## src/rtl/freq_meter_pkg.sv

```systemverilog
`default_nettype none
// ============================================================================
// Module   : freq_meter_pkg
// Brief    : Shared state encoding and default constants for timing blocks.
// Revision : 1.0
// ============================================================================
package freq_meter_pkg;

    localparam int c_gate_cycles_def = 50_000_000;
    localparam int c_cnt_w_def       = 27;

    typedef enum logic [1:0] {
        ST_IDLE = 2'd0,
        ST_GATE = 2'd1,
        ST_DONE = 2'd2
    } meter_state_t;

endpackage
`default_nettype wire

```

## src/rtl/edge_sync.sv

```systemverilog
`default_nettype none
// ============================================================================
// Module   : edge_sync
// Brief    : Two-flop synchronizer plus history flop; one-cycle rise pulse.
// Revision : 1.0
// ============================================================================
module edge_sync (
    input  logic clk,
    input  logic rst_n,
    input  logic async_in,
    output logic rise
);

    logic r_meta;
    logic r_sync;
    logic r_hist;

    always_ff @(posedge clk or negedge rst_n) begin
        if (!rst_n) begin
            r_meta <= 1'b0;
            r_sync <= 1'b0;
            r_hist <= 1'b0;
        end else begin
            r_meta <= async_in;
            r_sync <= r_meta;
            r_hist <= r_sync;
        end
    end

    assign rise = r_sync & ~r_hist;

endmodule
`default_nettype wire

```

## src/rtl/freq_meter.sv

```systemverilog
`default_nettype none
// ============================================================================
// Module   : freq_meter
// Brief    : Gated rising-edge counter; reports edges per GATE_CYCLES window.
// Revision : 1.0
// ============================================================================
module freq_meter
    import freq_meter_pkg::*;
#(
    parameter int GATE_CYCLES = c_gate_cycles_def,
    parameter int CNT_W       = c_cnt_w_def
) (
    input  logic             clk,
    input  logic             rst_n,
    input  logic             en,
    input  logic             sig_in,
    output logic [CNT_W-1:0] freq,
    output logic             valid,
    output logic             ovf,
    output logic             busy
);

    localparam int                    c_gate_w    = (GATE_CYCLES > 1) ? $clog2(GATE_CYCLES) : 1;
    localparam logic [c_gate_w-1:0]   c_gate_last = c_gate_w'(GATE_CYCLES - 1);
    localparam logic [CNT_W-1:0]      c_cnt_max   = '1;

    meter_state_t          r_state;
    meter_state_t          w_state_nxt;
    logic [c_gate_w-1:0]   r_gate_cnt;
    logic [CNT_W-1:0]      r_edge_cnt;
    logic                  r_sat;
    logic [CNT_W-1:0]      r_freq;
    logic                  r_ovf;
    logic                  w_rise;
    logic                  w_gate_end;
    logic                  w_at_max;
    logic [CNT_W-1:0]      w_edge_inc;
    logic                  w_sat_nxt;

    edge_sync u_edge_sync (
        .clk      (clk),
        .rst_n    (rst_n),
        .async_in (sig_in),
        .rise     (w_rise)
    );

    assign w_gate_end = (r_gate_cnt == c_gate_last);
    assign w_at_max   = (r_edge_cnt == c_cnt_max);
    assign w_edge_inc = (w_rise && !w_at_max) ? r_edge_cnt + CNT_W'(1) : r_edge_cnt;
    assign w_sat_nxt  = r_sat | (w_rise & w_at_max);

    always_ff @(posedge clk or negedge rst_n) begin
        if (!rst_n) begin
            r_state <= ST_IDLE;
        end else begin
            r_state <= w_state_nxt;
        end
    end

    always_comb begin
        w_state_nxt = r_state;
        case (r_state)
            ST_IDLE: if (en) w_state_nxt = ST_GATE;
            ST_GATE: begin
                if (!en) begin
                    w_state_nxt = ST_IDLE;
                end else if (w_gate_end) begin
                    w_state_nxt = ST_DONE;
                end
            end
            ST_DONE: w_state_nxt = en ? ST_GATE : ST_IDLE;
            default: w_state_nxt = ST_IDLE;
        endcase
    end

    // Result registers load on the GATE->DONE edge so they are already
    // current during the single DONE cycle in which valid is high.
    always_ff @(posedge clk or negedge rst_n) begin
        if (!rst_n) begin
            r_gate_cnt <= '0;
            r_edge_cnt <= '0;
            r_sat      <= 1'b0;
            r_freq     <= '0;
            r_ovf      <= 1'b0;
        end else begin
            case (r_state)
                ST_GATE: begin
                    r_gate_cnt <= w_gate_end ? '0 : r_gate_cnt + c_gate_w'(1);
                    r_edge_cnt <= w_edge_inc;
                    r_sat      <= w_sat_nxt;
                    if (en && w_gate_end) begin
                        r_freq <= w_edge_inc;
                        r_ovf  <= w_sat_nxt;
                    end
                end
                ST_DONE: begin
                    // An edge seen here belongs to the window that follows.
                    r_gate_cnt <= '0;
                    r_edge_cnt <= CNT_W'(w_rise);
                    r_sat      <= 1'b0;
                end
                default: begin
                    r_gate_cnt <= '0;
                    r_edge_cnt <= '0;
                    r_sat      <= 1'b0;
                end
            endcase
        end
    end

    assign freq  = r_freq;
    assign ovf   = r_ovf;
    assign valid = (r_state == ST_DONE);
    assign busy  = (r_state == ST_GATE);

endmodule
`default_nettype wire

```

## config.mk

```make
export PLATFORM = sky130hd
export DESIGN_NAME = freq_meter
export DESIGN_NICKNAME = d
export VERILOG_FILES = /design/src/rtl/freq_meter_pkg.sv /design/src/rtl/edge_sync.sv /design/src/rtl/freq_meter.sv
export SDC_FILE = /design/constraint.sdc
export NUM_CORES = 1
export LEC_CHECK = 0
export BUFFER_PORTS_ARGS = -buffer_cell sky130_fd_sc_hd__clkbuf_2
export CORE_ASPECT_RATIO = 1.75
export CORE_UTILIZATION = 50
export CTS_BUF_LIST = sky130_fd_sc_hd__clkbuf_8
export DETAILED_ROUTE_END_ITERATION = 12
export GPL_TIMING_DRIVEN = 0
export PLACE_DENSITY_LB_ADDON = 0.12
export SYNTH_ARGS = -nofsm -noshare
export SYNTH_HDL_FRONTEND = slang
export SYNTH_HIERARCHICAL = 1
export SYNTH_SLANG_ARGS = --single-unit
```

## constraint.sdc

```tcl
create_clock -name clk -period 1.8 [get_ports clk]
set_input_delay 0.09 -clock clk [delete_from_list [all_inputs] [get_ports clk]]
set_output_delay 0.09 -clock clk [all_outputs]
set_load 0.02 [all_outputs]
```

==> results.md <==
- Status: complete, but fails checks
- Failing checks: DRC, setup timing
- Power per Cell Area: 730 mW/mm^2
- Antenna violations before repair: 0
- Tot GR Track Use: 0.258
- Vert. Die Dim: between 100 and 150 um
- Die area: roughly 0.0086 mm^2
- First-pass GRT wire length: 17.1 mm
- Final Worst Setup Slack: -0.194 ns
- # rows: between 40 and 50
- Starting Density: 0.519
- Total CTS buffers: 9
- FFs w/ async S/R, synth: 1.00
- N_diodes: 0
- Final Util: 0.759
- Syn. warnings: 6
- Avg WL per Cell: 18.7 um
- Clock tree sinks: between 80 and 90
- DRC marker count from the first detailed-route iteration: 230
- CTS root buf: clkbuf_8
- Crit path kind: flop to flop
- Chip Width: around 71 um
- CORE AREA: roughly 0.0080 mm^2
- Critical Path RT: 2.05 ns
- Skew final: around 0.0095 ns
- Synth unique cells: 48
- Post-synth EDFFs: 0
- Placed Area: approximately 0.0045 mm^2
- CTS H-tree lvls: 3
- PortBufs: 33
- Slew @ Worst Pin: around 0.5 ns
- Vias per cell: about 5.8
- Synthesized area: just over 0.004 mm^2
- Post-route ant nets: 0
- Clock Pin Slew Worst Setup and Hold Paths: about 0.080 ns
- Crit path max fanout: 8
- Most frequent cells in the layout: dfrtp_1, nor2_1, buf_4
- Clk buf depth: 2
- Syn Nets: between 400 and 500
- Layout cells sized above 1: 0.458
- Hold Violations, Final: 0
- Maxcap violations: 0
- DR vias: 3606
- Crit path DAT: roughly 2.2 ns
- Global placer's final weighted congestion: ~0.83
- Mapped Cells: a little over 400
- Crit share post-route: 1.11
- Syn avg cell area: approximately 10 um^2
- Ys flop type: dfrtp_1
- R2R setup slack: -0.19 ns
- Num ports: 34
- R2R Path Start: r_edge_cnt[9]
- Synth-to-Final Area Change: 46.2%
- Setup Viol. Count Final: 52
- Final min period: around 2.0 ns
- Max VDD drop: between 0.7 and 0.8 mV
- Worst hold path class: input port to asynchronous set/reset pin
- R2R depth: 6
- Cell area after layout: 0.00604 mm^2
- RSZ-0062 raised after global routing: true
- RR Endpoint: freq[23]
- Slew headroom: 0.670
- Commonest non-fill, non-tap cell in the layout: dfrtp_1
- Hpwl dp: 6.56 mm
- Later-pin clock latency in the skew report: 0.36 ns
- # nets final: around 540
- Startpoint types: flop
- Drt first pass iters: 8
- Max Slew Vio Count: 0
- CTS tree: yes
- Leakage: between 2 and 3 nW
- Pin count of the biggest net entering global routing: 55
- Register area share after synthesis: 0.527
- Final wirelength: approximately 12 mm
- Residual DRC count: 16
- Remaining Overflow, GRT: 0
- Yosys reg bits: 87
- Highest Clock Rate: between 500 and 600 MHz
- Vias in the first global route: 3529
- Crit. End Element: flop
==> area by class of cell <==
class                      count  area [um^2]
multi-input combinational    300         2460
sequential                    87         2190
fill                         484         1920
timing repair buffer         105          812
buffer                        14          205
clock buffer                  10          138
tap                           90          113
clock inverter                 6         85.1
inverter                       9         33.8
==> how the worst max path moves through the flow <==
| stage | end | depth (start not counted) | from | slack, ns |
|---|---|---|---|---|
| 3_3_place_gp | freq[1] | 7 | r_edge_cnt[3] | -0.54 |
| 3_5_place_dp | freq[1] | 7 | r_edge_cnt[3] | -0.51 |
| 5_1_grt | freq[23] | 6 | r_edge_cnt[4] | -0.29 |
| 6_report | freq[23] | 6 | r_edge_cnt[9] | -0.19 |
| 4_1_cts | freq[3] | 8 | r_gate_cnt[1] | -0.22 |
| 2_1_floorplan | freq[18] | 6 | r_edge_cnt[4] | -0.10 |
==> kinds of logic (layout without fill, tap and decap cells) <==
family / Yosys count / in the layout / synth area share
AOI/OAI and AO/OA: 61 / 61 / 0.0890
xor gates and xnor gates: 44 / 44 / 0.0932
buffers and inverters: 25 / 144 / 0.0251
muxes: 2 / 2 / 0.00545
DFF: 87 / 87 / 0.527
adders and majority gates: 6 / 6 / 0.0182
and+or+nand+nor: 187 / 187 / 0.242
==> per-layer routing <==
| metal | vias to the layer above | GRT usage | routed length, um |
|---|---|---|---|
| li1 | 1668 | - | - |
| met1 | 1805 | 0.275 | 4140 |
| met2 | 94 | 0.474 | 6580 |
| met3 | 39 | 0.0443 | 394 |
| met4 | 0 | 0.153 | 466 |
| met5 | - | 0 | 0 |
==> flip-flops by register name, summed over array words and instances (netlist names) <==
register / flops
freq: 27
r_edge_cnt: 27
r_gate_cnt: 26
r_state: 2
ovf: 1
r_sat: 1
u_edge_sync/r_hist: 1
u_edge_sync/r_meta: 1
u_edge_sync/r_sync: 1
==> power by group <==
part / switching (mW) / internal, mW / leakage, nW
Sequential: 0.0514 / 1.99 / 1.19
Clock: 0.717 / 0.815 / 0.114
Combinational: 0.451 / 0.387 / 1.33
==> through the flow <==
stage,cells,power [mW],TNS [ns],hold WS [ns],setup WS [ns]
after floorplan,412,2.34,-2.17,-0.206,-0.100
after global routing,621,4.58,-10.68,0.284,-0.288
after CTS,581,4.18,-7.20,0.261,-0.223
final,621,4.41,-6.16,0.252,-0.194
after detailed placement,536,2.52,-26.61,0.111,-0.512
after global placement,535,2.50,-50.07,0.200,-0.537
==> synth_stat cells, types with 3 or more instances <==
cell      instances  area [um^2]
nand2_1          45          169
buf_1             3         11.3
and4_1            7         61.3
and3_1            5         31.3
inv_1             9         33.8
ha_1              6         75.1
xnor2_1          29          254
nor4_2            5         62.6
o21ai_1          30          150
xor2_1           15          131
a211oi_1          8         60.1
a21oi_1           7         35.0
nand4_1          16          100
nor2_1           58          218
nand3_1          22          110
and2_1            8         50.1
dfrtp_1          87         2180
clkbuf_1         10         37.5
nor3_1            3         15.0
==> repair_timing <==
action / 4_1_cts / 5_1_grt
endpoints found under the setup margin: 78 / 80
hold buffers: 3 / 0
pin swaps: 39 / 43
cloned: 2 / 4
resized for setup: 79 / 98
setup buffers: 26 / 37
hold endpoints to repair: 35 / 0
==> worst max-delay path, cell delays in order, from the launching register on <==
cell,delay (ns)
dfrtp_1,0.44
nand2_2,0.13
or4_4,0.57
buf_12,0.17
nor4b_4,0.32
xnor2_2,0.16
o21ai_1,0.09
No activity file was read; power rests on OpenSTA's default activity.
